File: src/rtl/seg_scan_ctrl.sv
// Scan controller for the 8-digit seven-segment display.
// Walks a 3-to-8 digit decoder through ON/GAP slots and serves a framed shadow-load handshake.
module seg_scan_ctrl #(
    parameter int unsigned DIV = 4,
    parameter int unsigned GAP = 1
) (
    input  logic        clk,
    input  logic        rst_n,
    input  logic        en,
    input  logic        load,
    input  logic [31:0] data_in,
    input  logic [7:0]  blank,
    output logic        ack,
    output logic [2:0]  x,
    output logic [2:0]  g,
    output logic [3:0]  hex,
    output logic        frame_done
);

    localparam int unsigned CNT_MAX = (DIV > GAP) ? DIV : GAP;
    localparam int unsigned CW      = (CNT_MAX > 1) ? $clog2(CNT_MAX) : 1;
    localparam logic [CW-1:0] DIV_LAST = CW'(DIV - 1);
    localparam logic [CW-1:0] GAP_LAST = CW'(GAP - 1);
    localparam logic [2:0] G_ON  = 3'b100;
    localparam logic [2:0] G_OFF = 3'b000;

    typedef enum logic [1:0] {S_IDLE, S_ON, S_GAP} state_t;

    state_t        state;
    logic [CW-1:0] cnt;
    logic [31:0]   shadow;

    logic       frame_end_c;
    logic       accept_c;
    logic [2:0] x_inc_c;

    // A request is only taken while idle or on the edge that closes a full frame,
    // so the shadow never tears mid-scan.
    assign x_inc_c     = x + 3'd1;
    assign frame_end_c = (state == S_GAP) && (cnt == GAP_LAST) && (x == 3'd7) && en;
    assign accept_c    = load && !ack && ((state == S_IDLE) || frame_end_c);

    assign hex = shadow[{x, 2'b00} +: 4];

    always_ff @(posedge clk or negedge rst_n) begin
        if (!rst_n) begin
            state      <= S_IDLE;
            x          <= 3'd0;
            g          <= G_OFF;
            cnt        <= '0;
            shadow     <= '0;
            ack        <= 1'b0;
            frame_done <= 1'b0;
        end else begin
            ack        <= accept_c;
            frame_done <= 1'b0;
            if (accept_c) begin
                shadow <= data_in;
            end

            case (state)
                S_IDLE: begin
                    x   <= 3'd0;
                    g   <= G_OFF;
                    cnt <= '0;
                    if (en) begin
                        state <= S_ON;
                        g     <= blank[0] ? G_OFF : G_ON;
                    end
                end
                S_ON: begin
                    if (!en) begin
                        state <= S_IDLE;
                        x     <= 3'd0;
                        g     <= G_OFF;
                        cnt   <= '0;
                    end else if (cnt == DIV_LAST) begin
                        state <= S_GAP;
                        cnt   <= '0;
                        g     <= G_OFF;
                    end else begin
                        cnt <= cnt + CW'(1);
                        g   <= blank[x] ? G_OFF : G_ON;
                    end
                end
                S_GAP: begin
                    if (!en) begin
                        state <= S_IDLE;
                        x     <= 3'd0;
                        g     <= G_OFF;
                        cnt   <= '0;
                    end else if (cnt == GAP_LAST) begin
                        // Digit index only moves here, while the decoder is dark.
                        state      <= S_ON;
                        cnt        <= '0;
                        x          <= x_inc_c;
                        g          <= blank[x_inc_c] ? G_OFF : G_ON;
                        frame_done <= (x == 3'd7);
                    end else begin
                        cnt <= cnt + CW'(1);
                        g   <= G_OFF;
                    end
                end
                default: begin
                    state <= S_IDLE;
                    x     <= 3'd0;
                    g     <= G_OFF;
                    cnt   <= '0;
                end
            endcase
        end
    end

endmodule

File: config.mk
export PLATFORM = sky130hd
export DESIGN_NAME = seg_scan_ctrl
export DESIGN_NICKNAME = d
export VERILOG_FILES = /design/src/rtl/seg_scan_ctrl.sv
export SDC_FILE = /design/constraint.sdc
export NUM_CORES = 1
export LEC_CHECK = 0
export BUFFER_PORTS_ARGS = -buffer_cell sky130_fd_sc_hd__buf_2
export CORE_MARGIN = 2
export CORE_UTILIZATION = 46
export CTS_CLUSTER_DIAMETER = 30
export DETAILED_ROUTE_END_ITERATION = 12
export HOLD_SLACK_MARGIN = 0.15
export PLACE_DENSITY = 0.81
export SLEW_MARGIN = 20
export SYNTH_ARGS = -nofsm -noshare
export SYNTH_HDL_FRONTEND = slang
export SYNTH_SLANG_ARGS = --single-unit
File: constraint.sdc
create_clock -name clk -period 3.4 [get_ports clk]
set_clock_uncertainty 0.2 [all_clocks]
set_input_delay 0 -clock clk [delete_from_list [all_inputs] [get_ports clk]]
set_output_delay 0 -clock clk [all_outputs]
set_load 0.1 [all_outputs]
==> impl_metrics.tcl, run 1 <==
set metrics [dict create \
    synth_edf_count 0 \
    die_h_um 73.3 \
    clk_latency_ns 0.30 \
    via_count 1546 \
    critPathBufInv 2 \
    max_freq_ghz 0.397 \
    synth-seq-area-share_pct 47.6 \
    hpwl_um 3050 \
    syn_inst 153 \
    path_class "flip-flop to flip-flop" \
    worstMarginPinSlew_ns 0.941 \
    cts.path.max_buffers 2 \
    port_buffers 53 \
    yosysMostFrequentCell "dfrtp_1" \
    fin_tns_setup_ns 0 \
    power.switching_uw 881 \
    post-route-period-util_pct 74.1 \
    stdcell_area_um2 2940 \
    setup_viol 0 \
    crit_chain "buf_4 > mux4_1 > mux2_2 > o41ai_1 > dlygate4sd3_1" \
    grt.overflow.total 0 \
    p_per_area_nw_per_um2 753 \
    yosys.area.top_type "dfrtp_1" \
    syn-cell-area_um2 2210 \
    dp_cells 252 \
    slew_viol_final 0 \
    area_growth_pct 33.2 \
    grt_pass1_wl_um 7510 \
    yosys_warnings 0 \
    layout_min_cycle_time_ns 2.52 \
    grt_start_max_net_pins 43 \
    critPathMaxFanout 13 \
    ctsResizeCount 0 \
    slew_headroom_pct 37.3 \
    ant_nets 0 \
    synth_common_cells "dfrtp_1 (42), mux2_2 (35), ha_1 (10), mux4_2 (10), inv_1 (6)" \
    cp_slowest_cell "dlygate4sd3_1" \
    drt_pass1_iterations 4 \
    synth-async-reset-ratio_pct 100 \
    final_layout_size_suffix_gt1_share_pct 45.3 \
    synthTopCellsByArea "dfrtp_1 (48%), mux2_2 (18%), mux4_2 (10%)" \
    pwr-share-seq_pct 37.7 \
    num_antenna_cells 0 \
    io-pin-count 56 \
    grt_antenna_before_repair 0 \
    cts_tree "built" \
    cts_root_buf "clkbuf_8" \
    die_w_um 73.3 \
    coreArea_um2 4690 \
    worstPathArrival_ns 2.56 \
    start_kind "flip-flop" \
    vias_per_cell 5.21 \
    rsz0062_at_grt "no" \
    grt.total_usage_pct 18.5 \
    place_congestion 0.878 \
    htree_levels 2 \
    drtIter0Drc 51 \
    clock_sinks 42 \
    pwr-share-clk_pct 14.2 \
    required_ns 3.44 \
    switching_share_pct 39.7 \
    ys_types 30 \
    p_int_mw 1.34 \
    routedWlPerCell_um 15.3 \
    avgSynthCellArea_um2 14.4 \
    start_util_pct 47.1 \
    synth_top_area_share_pct 47.6 \
    finalNetCount 296 \
    final_cells 297 \
    ys_ff_latch 42 \
    p_leak_nw 1.33 \
    cts.clk_slew.worst_paths_ns 0.08 \
    max-vdd-ir-drop_uv 583 \
    max_stage_delay_ns 0.58 \
    min_path_type "primary input to asynchronous set/reset pin" \
    routed_wl_um 4540 \
    drc_errors 0 \
    grt_pass1_vias 1660 \
    die-area_um2 5370 \
    path_delay_family "multiplexers" \
    cts_buffers 5 \
    postPlaceCellArea_um2 2490 \
    combPwrFrac_pct 48.0 \
    status "finished, final reports clean" \
    maxCapViolCount 0 \
    synthFlopType "dfrtp_1" \
    n_fill_cell 348 \
    cp-end-kind "flip-flop" \
    fp-row-count 25 \
    hold_viol_final 0 \
]
## per-layer routing
layer	GRT usage [%]	up-vias	routed length [um]
li1	-	733	-
met1	23.4	752	1970
met3	4.94	8	267
met2	30.7	53	2230
met4	6.87	0	71
met5	0	-	0
## cell families after synthesis
kind of cell | after synthesis | share of synthesized area, %
other | 1 | 0.170
AND/OR/NAND/NOR | 19 | 5.38
AO/OA/AOI/OAI | 12 | 4.13
adder cells (fa/ha/maj) | 10 | 5.66
multiplexers | 51 | 32.3
flip-flops | 42 | 47.6
buffers and inverters | 18 | 4.76
## path summary, 6_finish.rpt
check	start	end	slack, ns	cells after the start
worst max-delay path	x[1]	g[2]	0.88	5
worst min-delay path	rst_n	g[2]	0.20	2
worst max register to register	x[1]	g[2]	0.88	5
worst min register to register	shadow[14]	shadow[14]	0.29	1
max in group asynchronous	rst_n	shadow[18]	2.21	2
min in group clk	data_in[31]	shadow[31]	0.26	3
## what timing repair did
action                    CTS  global route
hold endpoints to repair   84             0
hold buffers               37             0
buffers inserted            0             0
## through the flow
step | power [mW] | hold slack (ns) | utilization (%) | setup slack [ns]
6_report | 2.22 | 0.196 | 62.7 | 0.880
5_1_grt | 2.36 | 0.262 | 62.7 | 0.759
4_1_cts | 2.23 | 0.216 | 62.7 | 0.844
3_5_place_dp | 1.88 | -0.0122 | 53.0 | 0.933
3_3_place_gp | 1.85 | -0.0119 | 53.0 | 1.00
2_1_floorplan | 1.71 | -0.496 | - | 0.603
## layout by cell type (no fill, tap or decap), drive strengths merged, types with 2 or more instances in the layout
cell | Yosys | routed
nor2b | 2 | 2
a22oi | 3 | 3
inv | 6 | 6
mux2 | 37 | 37
dlygate4sd3 | 0 | 37
nand2b | 4 | 4
nor2 | 4 | 4
dfrtp | 42 | 42
clkbuf | 4 | 6
clkinv | 0 | 2
nand2 | 5 | 5
conb | 1 | 2
o31ai | 2 | 2
mux2i | 2 | 2
buf | 8 | 56
ha | 10 | 10
mux4 | 12 | 12
## area by class of cell
class,instances,area [um2],share of cell area (%)
repair buffers,93,658,22.4
clock buffers,6,72.6,2.47
inverters,6,22.5,0.765
flip-flops and latches,42,1050,35.7
multi-input cells,94,1060,35.9
well taps,54,67.6,2.30
clock inverters,2,13.8,0.468
## state kept, by name, summed over array words and instances (netlist names)
register    flops
shadow         32
frame_done      1
state           2
ack             1
x               3
cnt             2
g               1
## power by group through the flow
stage          Clock [mW]  Combinational, mW  Sequential [mW]
3_5_place_dp            0               1.03            0.846
4_1_cts             0.322               1.07            0.837
5_1_grt             0.345               1.15            0.866
3_3_place_gp            0               1.01            0.837
2_1_floorplan           0              0.824            0.886
6_report            0.316               1.07            0.836
Note: power is estimated with default switching activity, not from simulation.
==> run 2, diff against run 1 <==
--- a/config.mk
+++ b/config.mk
@@ -5,13 +5,14 @@
 export SDC_FILE = /design/constraint.sdc
 export NUM_CORES = 1
 export LEC_CHECK = 0
+export ABC_AREA = 1
 export BUFFER_PORTS_ARGS = -buffer_cell sky130_fd_sc_hd__buf_2
 export CORE_MARGIN = 2
 export CORE_UTILIZATION = 46
 export CTS_CLUSTER_DIAMETER = 30
 export DETAILED_ROUTE_END_ITERATION = 12
 export HOLD_SLACK_MARGIN = 0.15
-export PLACE_DENSITY = 0.81
+export PLACE_DENSITY = 0.83
 export SLEW_MARGIN = 20
 export SYNTH_ARGS = -nofsm -noshare
 export SYNTH_HDL_FRONTEND = slang
==> constraint.sdc (replaced) <==
create_clock -name clk -period 2.3 [get_ports clk]
set_clock_uncertainty 0.2 [all_clocks]
set_input_delay 0 -clock clk [delete_from_list [all_inputs] [get_ports clk]]
set_output_delay 0 -clock clk [all_outputs]
set_load 0.1 [all_outputs]
==> run 2 against run 1 <==
Via count increased by 47%. Combinational power up 59%. Worst hold slack improved by 0.040 ns.
==> impl_metrics.tcl, run 2 <==
set metrics [dict create \
    status "finished, final reports clean" \
    cp_slowest_cell "dlygate4sd3_1" \
    synth_top_area_share_pct 46.0 \
    pwr-share-clk_pct 14.0 \
    ant_nets 0 \
    htree_levels 2 \
    final_layout_size_suffix_gt1_share_pct 19.5 \
    ys_types 25 \
    critPathBufInv 3 \
    reg.largest.list "shadow x32, x x3" \
    yosys_warnings 0 \
    grt_pass1_wl_um 9230 \
    syn_inst 304 \
    regMostFlops "shadow" \
    switching_share_pct 46.9 \
    start_kind "flip-flop" \
    cp-endpoint "g[2]" \
    die-area_um2 5550 \
    synthFlopType "dfrtp_1" \
    path_delay_family "buffers and inverters" \
    regToRegEndpoint "g[2]" \
    final_common_cell "nand2_1" \
    yosys.area.top_type "dfrtp_1" \
    setup_viol 0 \
    combPwrFrac_pct 49.7 \
    timing.rr.start "x[0]" \
    port_buffers 53 \
    slew_headroom_pct 49.4 \
    cts_buffers 5 \
    die_w_um 74.5 \
    max_freq_ghz 0.455 \
    grt_start_max_net_pins 34 \
    via_count 2270 \
    grt.total_usage_pct 21.8 \
    synth-seq-area-share_pct 46.0 \
    hold_depth 4 \
    clk_latency_ns 0.29 \
    post-route-period-util_pct 95.6 \
    ys_ff_latch 42 \
    p_per_area_nw_per_um2 1120 \
    synthTopCellsByArea "dfrtp_1 (46%), nand2_1 (23%), ha_1 (5.5%)" \
    final_cells 461 \
    slew_viol_final 0 \
    coreArea_um2 4750 \
    start_util_pct 48.1 \
    critPathMaxFanout 2 \
    n_fill_cell 419 \
    cts_root_buf "clkbuf_8" \
    avgSynthCellArea_um2 7.52 \
    clock_sinks 42 \
    synth-async-reset-ratio_pct 100 \
    place_congestion 0.903 \
    pwr-share-seq_pct 36.3 \
    power.switching_mw 1.61 \
    required_ns 2.28 \
    crit_chain "ha_1 > ha_1 > inv_1 > nand3_1 > nand2_1 > nand2_1 > nand3_1 > nand2_1 > inv_1 > dlygate4sd3_1" \
    synth_edf_count 0 \
    syn-cell-area_um2 2280 \
    path_class "flip-flop to flip-flop" \
    cts.path.max_buffers 2 \
    setup.worst_path.start "x[0]" \
    io-pin-count 56 \
    vias_per_cell 4.92 \
    hpwl_um 3790 \
    final_cell_mix "nand2_1 (137), buf_2 (50), dfrtp_1 (41)" \
    postLayoutCoreUtil_pct 64.5 \
    cp-end-kind "flip-flop" \
    maxCapViolCount 0 \
    die_h_um 74.5 \
    yosysMostFrequentCell "nand2_1" \
    cts_tree "built" \
    largest_reg_flops 32 \
    path_depth 10 \
    cts.clk_slew.worst_paths_ns 0.08 \
    min_path_type "primary input to flip-flop" \
    routedWlPerCell_um 12.1 \
    area_growth_pct 34.2 \
    routed_wl_um 5570 \
    crit_top_cell "nand2_1" \
    p_leak_nw 1.67 \
    fp-row-count 25 \
    drtIter0Drc 113 \
    p_int_mw 1.82 \
    finalNetCount 447 \
    max_stage_delay_ns 0.54 \
    grt_antenna_before_repair 0 \
    rsz0062_at_grt "no" \
    dp_cells 415 \
    layout_min_cycle_time_ns 2.20 \
    drc_errors 0 \
    rr_worst_depth 10 \
    post_cts_buffers 0 \
    worstPathArrival_ns 2.18 \
    fin_tns_setup_ns 0 \
    grt_pass1_vias 2138 \
    grt.overflow.total 0 \
    synth_common_cells "nand2_1 (141), dfrtp_1 (42), inv_1 (23), nor2_1 (19), o21ai_0 (17)" \
    rrSetupSlack_ns 0.10 \
    hold_viol_final 0 \
    drt_pass1_iterations 4 \
    worstMarginPinSlew_ns 0.759 \
    num_antenna_cells 0 \
    max-vdd-ir-drop_uv 810 \
]
-- run 2: what timing repair did --
action | 4_1_cts | 5_1_grt
hold buffers | 38 | 0
endpoints found under the hold margin | 83 | 0
gates resized for setup | 1 | 7
endpoints found under the setup margin | 1 | 10
-- run 2: cell families after synthesis --
group,Yosys count,synth area share (%)
fa+ha+maj,10,5.48
flops,42,46.0
simple gates,179,31.3
buf+inv,40,9.09
other cells,1,0.164
compound gates,32,8.00
-- run 2: per-layer routing --
layer / track usage [%] / wire [um] / share of wire [%] / vias up
met5: 0 / 0 / 0 / -
met4: 5.95 / 61 / 1.1 / 0
met3: 4.61 / 336 / 6.0 / 6
met2: 38.4 / 2770 / 50 / 87
met1: 27.0 / 2400 / 43 / 1058
li1: - / - / - / 1119
-- run 2: layout make-up --
class	instances	area (um2)	share of cell area (%)
tap	67	83.8	2.73
inverter	25	105	3.43
timing repair buffer	96	694	22.6
sequential	42	1050	34.3
multi-input combinational	223	1040	33.9
clock buffer	7	86.3	2.82
clock inverter	1	5.00	0.163
-- run 2: through the flow --
stage	setup slack (ns)	area, um2	hold WS [ns]	total power [mW]
finish	0.102	3070	0.236	3.43
global route	0.0138	3070	0.254	3.70
CTS	0.000374	3050	0.221	3.42
detailed placement	0.204	2570	-0.0864	2.86
global placement	0.289	2570	-0.101	2.81
floorplan	0.0180	2300	-0.496	2.57
-- run 2: worst min path at each step --
stage	start	endpoint
after floorplan	rst_n	ack
final	data_in[15]	shadow[15]
after global routing	data_in[24]	shadow[24]
after global placement	rst_n	g[2]
after CTS	data_in[4]	shadow[4]
after detailed placement	rst_n	x[2]
-- run 2: tightest hold or removal path: cells and delay by family --
family        cells  cell delay [ns]
simple gates      2             0.08
buf+inv           2             0.61
-- run 2: power by group through the flow --
stage | clock [mW] | sequential, mW | combinational [mW]
after floorplan | 0 | 1.31 | 1.26
after global placement | 0 | 1.23 | 1.58
after detailed placement | 0 | 1.25 | 1.61
after CTS | 0.496 | 1.24 | 1.68
after global routing | 0.516 | 1.28 | 1.91
final | 0.479 | 1.24 | 1.70
